[config.mk]
export PLATFORM = sky130hd
export DESIGN_NAME = axi4_slave_wr_fifo_push
export DESIGN_NICKNAME = d
export VERILOG_FILES = /design/src/rtl/axi4_slave_wr_fifo_push_pkg.sv /design/src/rtl/axi4_slave_wr_fifo_push.sv
export SDC_FILE = /design/constraint.sdc
export NUM_CORES = 1
export LEC_CHECK = 0
export CAP_MARGIN = 5
export CORE_ASPECT_RATIO = 0.6
export CORE_MARGIN = 2
export CORE_UTILIZATION = 25
export CTS_CLUSTER_DIAMETER = 30
export DETAILED_ROUTE_END_ITERATION = 10
export GPL_TIMING_DRIVEN = 0
export PLACE_DENSITY_LB_ADDON = 0.3
export SYNTH_ARGS = -nofsm -noshare
export SYNTH_HDL_FRONTEND = slang
export SYNTH_SLANG_ARGS = --single-unit
[constraint.sdc]
create_clock -name clock -period 6.2 [get_ports clock]
set_clock_uncertainty 0.2 [all_clocks]
set_input_delay 0.93 -clock clock [delete_from_list [all_inputs] [get_ports clock]]
set_output_delay 0.93 -clock clock [all_outputs]
set_load 0.05 [all_outputs]
[src/rtl/axi4_slave_wr_fifo_push_pkg.sv]
// -----------------------------------------------------------------------------
// AXI4_SLAVE_pkg_hdl -- shared typedefs for the FIFO_AXI slave write path.
//
// Contents:
//   AXI_LEN_W, AXI_RESP_W : AXI4 burst-length and response field widths
//   axi_resp_t            : OKAY / EXOKAY / SLVERR / DECERR
//   axi_burst_t           : FIXED / INCR / WRAP
//   wr_state_t            : IDLE / DATA / RESP for the write-channel FSM
//   size_for_width()      : AxSIZE that matches a full-width beat of a data bus
// -----------------------------------------------------------------------------
package AXI4_SLAVE_pkg_hdl;

   localparam int AXI_LEN_W  = 8;
   localparam int AXI_RESP_W = 2;

   typedef enum logic [AXI_RESP_W-1:0] {
      RESP_OKAY   = 2'b00,
      RESP_EXOKAY = 2'b01,
      RESP_SLVERR = 2'b10,
      RESP_DECERR = 2'b11
   } axi_resp_t;

   typedef enum logic [1:0] {
      BURST_FIXED = 2'b00,
      BURST_INCR  = 2'b01,
      BURST_WRAP  = 2'b10
   } axi_burst_t;

   typedef enum logic [1:0] {
      ST_IDLE = 2'b00,
      ST_DATA = 2'b01,
      ST_RESP = 2'b10
   } wr_state_t;

   // log2(bytes per beat) for a bus of data_w bits.
   function automatic logic [2:0] size_for_width(input int data_w);
      return 3'($clog2(data_w / 8));
   endfunction

endpackage

[src/rtl/axi4_slave_wr_fifo_push.sv]
// -----------------------------------------------------------------------------
// axi4_slave_wr_fifo_push -- AXI4 slave write channels (AW/W/B) feeding a FIFO.
//
// One burst in flight at a time: AW is taken in IDLE, every W beat is pushed
// straight into the FIFO write port (zero latency) while in DATA, and a single
// B response is returned in RESP. The burst ends on the beat counter, never on
// wlast. The AXI address is accepted but has no meaning for a FIFO.
//
// Ports:
//   clock, reset               : clock, synchronous active-high reset
//   awid/awaddr/awlen/awsize/awburst/awvalid -> awready : write address channel
//   wdata/wstrb/wlast/wvalid -> wready                   : write data channel
//   bid/bresp/bvalid <- bready                           : write response channel
//   fifo_wr_en, fifo_wr_data <- fifo_full                : FIFO push port
//   wr_beat_count              : beats pushed since reset (wraps at 2^32)
//
// Build option:
//   AXI4_SLV_WR_ERR_CHECK_EN  when defined, protocol oddities (wlast mismatch,
//   partial strobes, narrow awsize, reserved awburst) make the burst end with
//   SLVERR; all beats are still pushed. Undefined: bresp is always OKAY.
// -----------------------------------------------------------------------------
module axi4_slave_wr_fifo_push
   import AXI4_SLAVE_pkg_hdl::*;
#(
   parameter int ID_W   = 4,
   parameter int ADDR_W = 32,
   parameter int DATA_W = 32
) (
   input  logic                  clock,
   input  logic                  reset,
   input  logic [ID_W-1:0]       awid,
   input  logic [ADDR_W-1:0]     awaddr,
   input  logic [AXI_LEN_W-1:0]  awlen,
   input  logic [2:0]            awsize,
   input  logic [1:0]            awburst,
   input  logic                  awvalid,
   output logic                  awready,
   input  logic [DATA_W-1:0]     wdata,
   input  logic [DATA_W/8-1:0]   wstrb,
   input  logic                  wlast,
   input  logic                  wvalid,
   output logic                  wready,
   output logic [ID_W-1:0]       bid,
   output logic [AXI_RESP_W-1:0] bresp,
   output logic                  bvalid,
   input  logic                  bready,
   output logic                  fifo_wr_en,
   output logic [DATA_W-1:0]     fifo_wr_data,
   input  logic                  fifo_full,
   output logic [31:0]           wr_beat_count
);

   localparam int STRB_W = DATA_W / 8;

   wr_state_t            state_reg;
   logic                 awready_reg;
   logic                 bvalid_reg;
   logic [ID_W-1:0]      id_reg;
   logic [ID_W-1:0]      bid_reg;
   axi_resp_t            bresp_reg;
   logic [AXI_LEN_W-1:0] len_reg;
   logic [AXI_LEN_W-1:0] beat_cnt_reg;
   logic                 err_reg;
   logic [31:0]          beat_count_reg;

   logic aw_hs;
   logic w_hs;
   logic b_hs;
   logic last_beat;
   logic aw_err;
   logic beat_err;

   // W handshake and FIFO push are the same event: wready already folds in
   // fifo_full, so a beat can never be accepted without landing in the FIFO.
   assign wready       = (state_reg == ST_DATA) & ~fifo_full;
   assign fifo_wr_en   = (state_reg == ST_DATA) & wvalid & ~fifo_full;
   assign fifo_wr_data = wdata;
   assign w_hs         = fifo_wr_en;

   // awready_reg is only ever high in IDLE, so aw_hs implies IDLE.
   assign aw_hs     = awvalid & awready_reg;
   assign b_hs      = bvalid_reg & bready;
   assign last_beat = (beat_cnt_reg == len_reg);

`ifdef AXI4_SLV_WR_ERR_CHECK_EN
   localparam logic [2:0] FULL_SIZE = size_for_width(DATA_W);

   logic [STRB_W-1:0] lane_missing;

   generate
      for (genvar gi = 0; gi < STRB_W; gi++) begin : g_lane
         assign lane_missing[gi] = ~wstrb[gi];
      end
   endgenerate

   assign aw_err   = (awsize != FULL_SIZE) | (awburst == 2'b11);
   // wlast must coincide exactly with the counted final beat.
   assign beat_err = (wlast != last_beat) | (|lane_missing);

   logic unused_ok;
   assign unused_ok = ^awaddr;
`else
   assign aw_err   = 1'b0;
   assign beat_err = 1'b0;

   logic unused_ok;
   assign unused_ok = ^{awaddr, awsize, awburst, wstrb, wlast};
`endif

   always_ff @(posedge clock) begin
      if (reset) begin
         state_reg      <= ST_IDLE;
         awready_reg    <= 1'b0;
         bvalid_reg     <= 1'b0;
         id_reg         <= '0;
         bid_reg        <= '0;
         bresp_reg      <= RESP_OKAY;
         len_reg        <= '0;
         beat_cnt_reg   <= '0;
         err_reg        <= 1'b0;
         beat_count_reg <= '0;
      end else begin
         if (w_hs) begin
            beat_count_reg <= beat_count_reg + 32'd1;
         end

         case (state_reg)
            ST_IDLE: begin
               awready_reg <= 1'b1;
               if (aw_hs) begin
                  id_reg       <= awid;
                  len_reg      <= awlen;
                  beat_cnt_reg <= '0;
                  err_reg      <= aw_err;
                  awready_reg  <= 1'b0;
                  state_reg    <= ST_DATA;
               end
            end

            ST_DATA: begin
               if (w_hs) begin
                  if (last_beat) begin
                     // bid/bresp are loaded once here and held through RESP.
                     bvalid_reg <= 1'b1;
                     bid_reg    <= id_reg;
                     bresp_reg  <= (err_reg | beat_err) ? RESP_SLVERR : RESP_OKAY;
                     state_reg  <= ST_RESP;
                  end else begin
                     beat_cnt_reg <= beat_cnt_reg + 1'b1;
                     err_reg      <= err_reg | beat_err;
                  end
               end
            end

            ST_RESP: begin
               if (b_hs) begin
                  // Raise awready right away so AW can complete the very next cycle.
                  bvalid_reg  <= 1'b0;
                  awready_reg <= 1'b1;
                  state_reg   <= ST_IDLE;
               end
            end

            default: begin
               state_reg <= ST_IDLE;
            end
         endcase
      end
   end

   assign awready       = awready_reg;
   assign bvalid        = bvalid_reg;
   assign bid           = bid_reg;
   assign bresp         = bresp_reg;
   assign wr_beat_count = beat_count_reg;

endmodule

==> reports/metrics.cfg <==
[worst_hold_path]
holdPathStages=2
hold_end=id_reg[3]
min-delay-start=id_reg[3]
hold_path_class=flip-flop to flip-flop

[critical_path]
worstPathCellList=clkdlybuf4s50_1, nand4bb_1, buf_2, clkinv_1, clkdlybuf4s50_1
critPathSlowestCell=clkdlybuf4s50_1
cp_max_fo=9
arrival_ps=2830
end_kind=primary output
cp_common_cell=clkdlybuf4s50_1
regToRegEndpoint=bid[1]
crit_type=primary input to primary output
critPathLaunchType=primary input
r2r-start=beat_cnt_reg[4]
r2r_slack_ps=3660
reg2reg_depth=5
cpPeakStageDelay_ps=790
worst_ep_required_time_ps=5070

[clock_tree]
clock_sinks=60
path_clk_slew_ps=50
root_buffer=clkbuf_16
post_cts_resized=0
cts-hold-fix-buffers=0
cts_tree=yes
cts-buffers-inserted=9
insertion_delay_ps=330
h-tree-depth=3
clk_path_buf_depth=2
post_cts_buffers=0

[grt]
grt_pass1_wl_um=12600
grt_max_degree=11
grt_pass1_vias=2523
grt_overflow_total=0
grt_util_all_layers_pct=12.4
antenna_found_initial=0

[power]
p_per_area_mw_per_mm2=227
power_frac_clock_pct=45.4
p_comb_share_pct=14.6
p_int_mw=0.739
p_sw_mw=0.260
leakage_nw=1.57
vdd.ir_drop.worst_v=0.000121
seqPwrFrac_pct=40.0
swShare_pct=26.0

[sta]
finalCritPeriodShare_pct=63.8
hold_viol_final=0
max_freq_ghz=0.253
period_needed_ps=3960
worstMarginPinSlew_ps=836
rsz0062_at_grt=false
setup-violations-final=0
slew_violations=0
maxSlewHeadroom_pct=43.8
setup_tns_ps=0

[final_layout]
nNetsFinal=560
finalInstanceArea_mm2=0.00439
area_growth_pct=45.4
largest_reg_flops=32
drive_above_1_share_pct=13.2
antenna_cells=0
fillers=1248

[logic_synthesis]
avgSynthCellArea_um2=8.28
yosysSeqAreaShare_pct=39.8
synth_seq_cells=60
syn-cell-area_mm2=0.00302
synth_edf_count=0
synth_xor_area_share_pct=9.57
ys_warn_count=0
ys_types=44
synth_compound_area_share_pct=7.12
yosys.area_share.simple_pct=27.3
synth.mux.area_fraction_pct=3.02
synthFlopType=dfxtp_1
synth_top_family_by_area=simple AND/OR/NAND/NOR gates
synth-async-reset-ratio_pct=0
synth_fa_ha_area_share_pct=0.828
synthCells=365

[floorplan]
die_area_mm2=0.0130
row_count=31
boundaryPins=166
die-height_um=89.2
core_area_mm2=0.0119
die_x_um=146
initial_core_util_pct=25.4

[placed_design]
dpl_cell_area_mm2=0.00412
portBuffers=89
dp_hpwl_um=6220
gp_congestion=0.826

[routing]
dr_total_vias=2755
viasPerCell=4.34
antenna_left=0
drtPass1Iterations=6
wl_per_cell_um=12.7
drtIter0Drc=127
routed_wl_um=8080
drc=0

[job]
drv_cap=0

[run_status]
status=completed

-- worst max-delay path: cells and delay by family --
kind | cells | cell delay, ps
buf+inv | 4 | 1770
simple gates | 1 | 130
-- worst max path at each step --
stage,from,end,slack [ps],cells after the start
CTS,fifo_full,fifo_wr_en,2230,5
detailed placement,fifo_full,fifo_wr_en,2240,5
finish,fifo_full,fifo_wr_en,2240,5
floorplan,fifo_full,fifo_wr_en,3440,3
global placement,fifo_full,fifo_wr_en,2230,5
global route,fifo_full,fifo_wr_en,2160,5
-- layout make-up --
class                      instances  area, um2  area share, %
multi-input combinational        244       1450           33.1
sequential                        60       1200           27.3
timing repair buffer              89        891           20.3
buffer                            48        319           7.26
clock buffer                      13        260           5.92
tap                              165        206           4.70
inverter                          14       52.6           1.20
clock inverter                     2       10.0          0.228
-- placed cells by master, fill, tap and decap left out, types with 2 or more instances in the layout --
cell type        count
clkdlybuf4s50_1     89
dfxtp_1             60
nand2_1             57
nor2_1              35
buf_4               34
a21oi_1             24
xnor2_1             21
inv_1               13
clkbuf_1            12
nor3_1              12
xor2_1              12
nand4_1             11
nand3_1              9
clkbuf_16            9
or3_1                8
mux2i_1              8
o21ai_0              6
nor4_2               6
or4_1                4
buf_2                3
nor4_1               3
nand4bb_1            2
and3_1               2
and2_1               2
ha_1                 2
conb_1               2
clkbuf_8             2
clkinv_2             2
-- stage by stage --
step / power, mW / setup slack [ps] / util, % / cells / hold WS (ps)
2_1_floorplan: 0.505 / 3440 / - / 366 / 236
3_3_place_gp: 0.553 / 2230 / 34.6 / 620 / 246
3_5_place_dp: 0.554 / 2240 / 34.6 / 620 / 249
4_1_cts: 1.01 / 2230 / 36.9 / 635 / 256
5_1_grt: 1.04 / 2160 / 36.9 / 635 / 273
6_report: 0.999 / 2240 / 36.9 / 635 / 253
-- power by group through the flow --
stage / registers (mW) / clock network, mW / logic [mW]
after global routing: 0.400 / 0.487 / 0.156
after global placement: 0.407 / 0 / 0.146
final: 0.399 / 0.453 / 0.146
after CTS: 0.399 / 0.465 / 0.147
after detailed placement: 0.407 / 0 / 0.147
after floorplan: 0.410 / 0 / 0.0951
-- routing by layer --
layer  track usage, %  up-vias  share of wire, %
met3             4.03       13               7.3
li1                 -     1392                 -
met1             17.2     1264                50
met2             17.5       86                41
met5                0        -                 0
met4             5.53        0               1.6
-- cells in the mapped netlist (all sizes together) (5+ instances only) --
cell type  instances  share of area, %
or4                5               1.4
nand2             57               7.1
xor2              12               3.5
nor4              10               3.8
inv               13               1.6
nor3              12               2.0
dfxtp             60                40
xnor2             21               6.1
nand3              9               1.5
mux2i              8               2.7
nand4             11               2.3
nor2              35               4.3
a21oi             24               4.0
buf               38               9.3
clkbuf            10               1.2
o21ai              6              0.99
or3                8               1.7
-- logic make-up (layout without fill, tap and decap cells) --
| kind of cell | Yosys count | after routing |
|---|---|---|
| buffers and inverters | 62 | 166 |
| DFF | 60 | 60 |
| and+or+nand+nor | 160 | 160 |
| muxes | 9 | 9 |
| AOI/OAI and AO/OA | 38 | 38 |
| other | 1 | 2 |
| xor gates and xnor gates | 33 | 33 |
| adders and majority gates | 2 | 2 |
No activity file was read; power rests on OpenSTA's default activity.
==> RTL edit: new RTL, same flow settings <==
Change the parameter `ID_W` from 4 to 3.
--- a/src/rtl/axi4_slave_wr_fifo_push.sv
+++ b/src/rtl/axi4_slave_wr_fifo_push.sv
@@ -22,7 +22,7 @@
 module axi4_slave_wr_fifo_push
    import AXI4_SLAVE_pkg_hdl::*;
 #(
-   parameter int ID_W   = 4,
+   parameter int ID_W   = 3,
    parameter int ADDR_W = 32,
    parameter int DATA_W = 32
 ) (
Interface: changed (resized awid and bid); port bits go from 166 to 164. No check against the original RTL was run, so the function may have changed too.
==> RTL edit against the original RTL <==
  * Final area rose by 2.9%
  * Worst setup slack worse by 0.84 ns
  * Total power is 9.7% higher
  * First-iteration DRC count up 100%
  * Cell count is 2.4% higher
  * Synthesized cell count grew 4.4%
  * Area after synthesis up 2.6%
  * Sequential cell count down 2
  * Wire length increased by 13%
  * Via count is 14% higher
  * Critical path type unchanged
  * Largest cell class unchanged
==> RTL edit: results (changes against the original RTL) <==
[synth]
ys_types=43  ; -2.3%
yosysSeqAreaShare_pct=37.5  ; -2.3 points
syn_inst=381  ; +4.4%
synth-seq-cells=58  ; -3.3%
synthTopCellsByArea=dfxtp_1, buf_4, a21oi_1

[global_route]
grtUsageMet3_pct=4.11  ; +0.081 points
grt.met2_usage_pct=17.6  ; +0.020 points
grt_use_total_pct=13.6  ; +1.2 points

[placed_design]
hpwl_mm=6.94  ; +12%
dpl_cell_area_um2=4180  ; +1.4%
portBuffers=87  ; -2.2%
dp_worst_setup_slack_ns=1.43  ; -0.805 ns

[pwr]
p_leak_nw=1.53  ; -2.8%
comb_power_share_pct=13.9  ; -0.7 points
power.share.clock_pct=50.8  ; +5.4 points
netSwitchingPower_mw=0.274  ; +5.5%
ir_drop_v=0.000110  ; -9.4%

[layout]
register_area_um2=1160  ; -3.3%
nets=573  ; +2.3%
drive_gt1_share_pct=12.4  ; -0.82 points
multi_input_area_share_pct=35.4  ; +2.3 points
fin_cells=650  ; +2.4%
fillers=1189  ; -4.7%
nNonClkInverters=5  ; -9
buf_share_pct=26.5  ; -1.1 points

[worst_setup_path]
worstPathMaxFanout=10  ; +1
max_stage_delay_ns=0.85  ; +0.06 ns
crit_arrival_ns=3.66  ; +0.83 ns

[status]
outcome=complete, no violations

[route]
drt_pass1_iterations=4  ; -2
wl_met2_mm=3.61  ; +7.7%
drt-total-wl_mm=9.11  ; +13%
vias=3151  ; +14%

[floorplanning]
fp.dieW_um=148  ; +1.2%

RTL edit: worst paths after layout:
path,end,startpoint,slack (ns),cells past startpoint
max,fifo_wr_en,fifo_full,1.41,7
max reg2reg,wr_beat_count[17]$_SDFFE_PP0P_,state_reg[1]$_SDFFE_PP0P_,3.58,7
min reg2reg,id_reg[2]$_SDFFE_PP0P_,id_reg[2]$_SDFFE_PP0P_,0.26,2
min,id_reg[2]$_SDFFE_PP0P_,id_reg[2]$_SDFFE_PP0P_,0.26,2
RTL edit: logic make-up (layout without fill, tap and decap cells):
family	after synthesis	after routing	share of synthesized area, %
AO/OA/AOI/OAI	73	73	13.5
other	1	2	0.121
AND/OR/NAND/NOR	164	164	29.0
flip-flops	58	58	37.5
buffers and inverters	57	160	11.1
multiplexers	9	9	3.19
XOR/XNOR	17	17	4.80
adder cells (fa/ha/maj)	2	2	0.807
RTL edit: critical path, delay by kind of cell:
family        cells  cell delay (ns)
buf+inv           6             2.41
simple gates      1             0.31
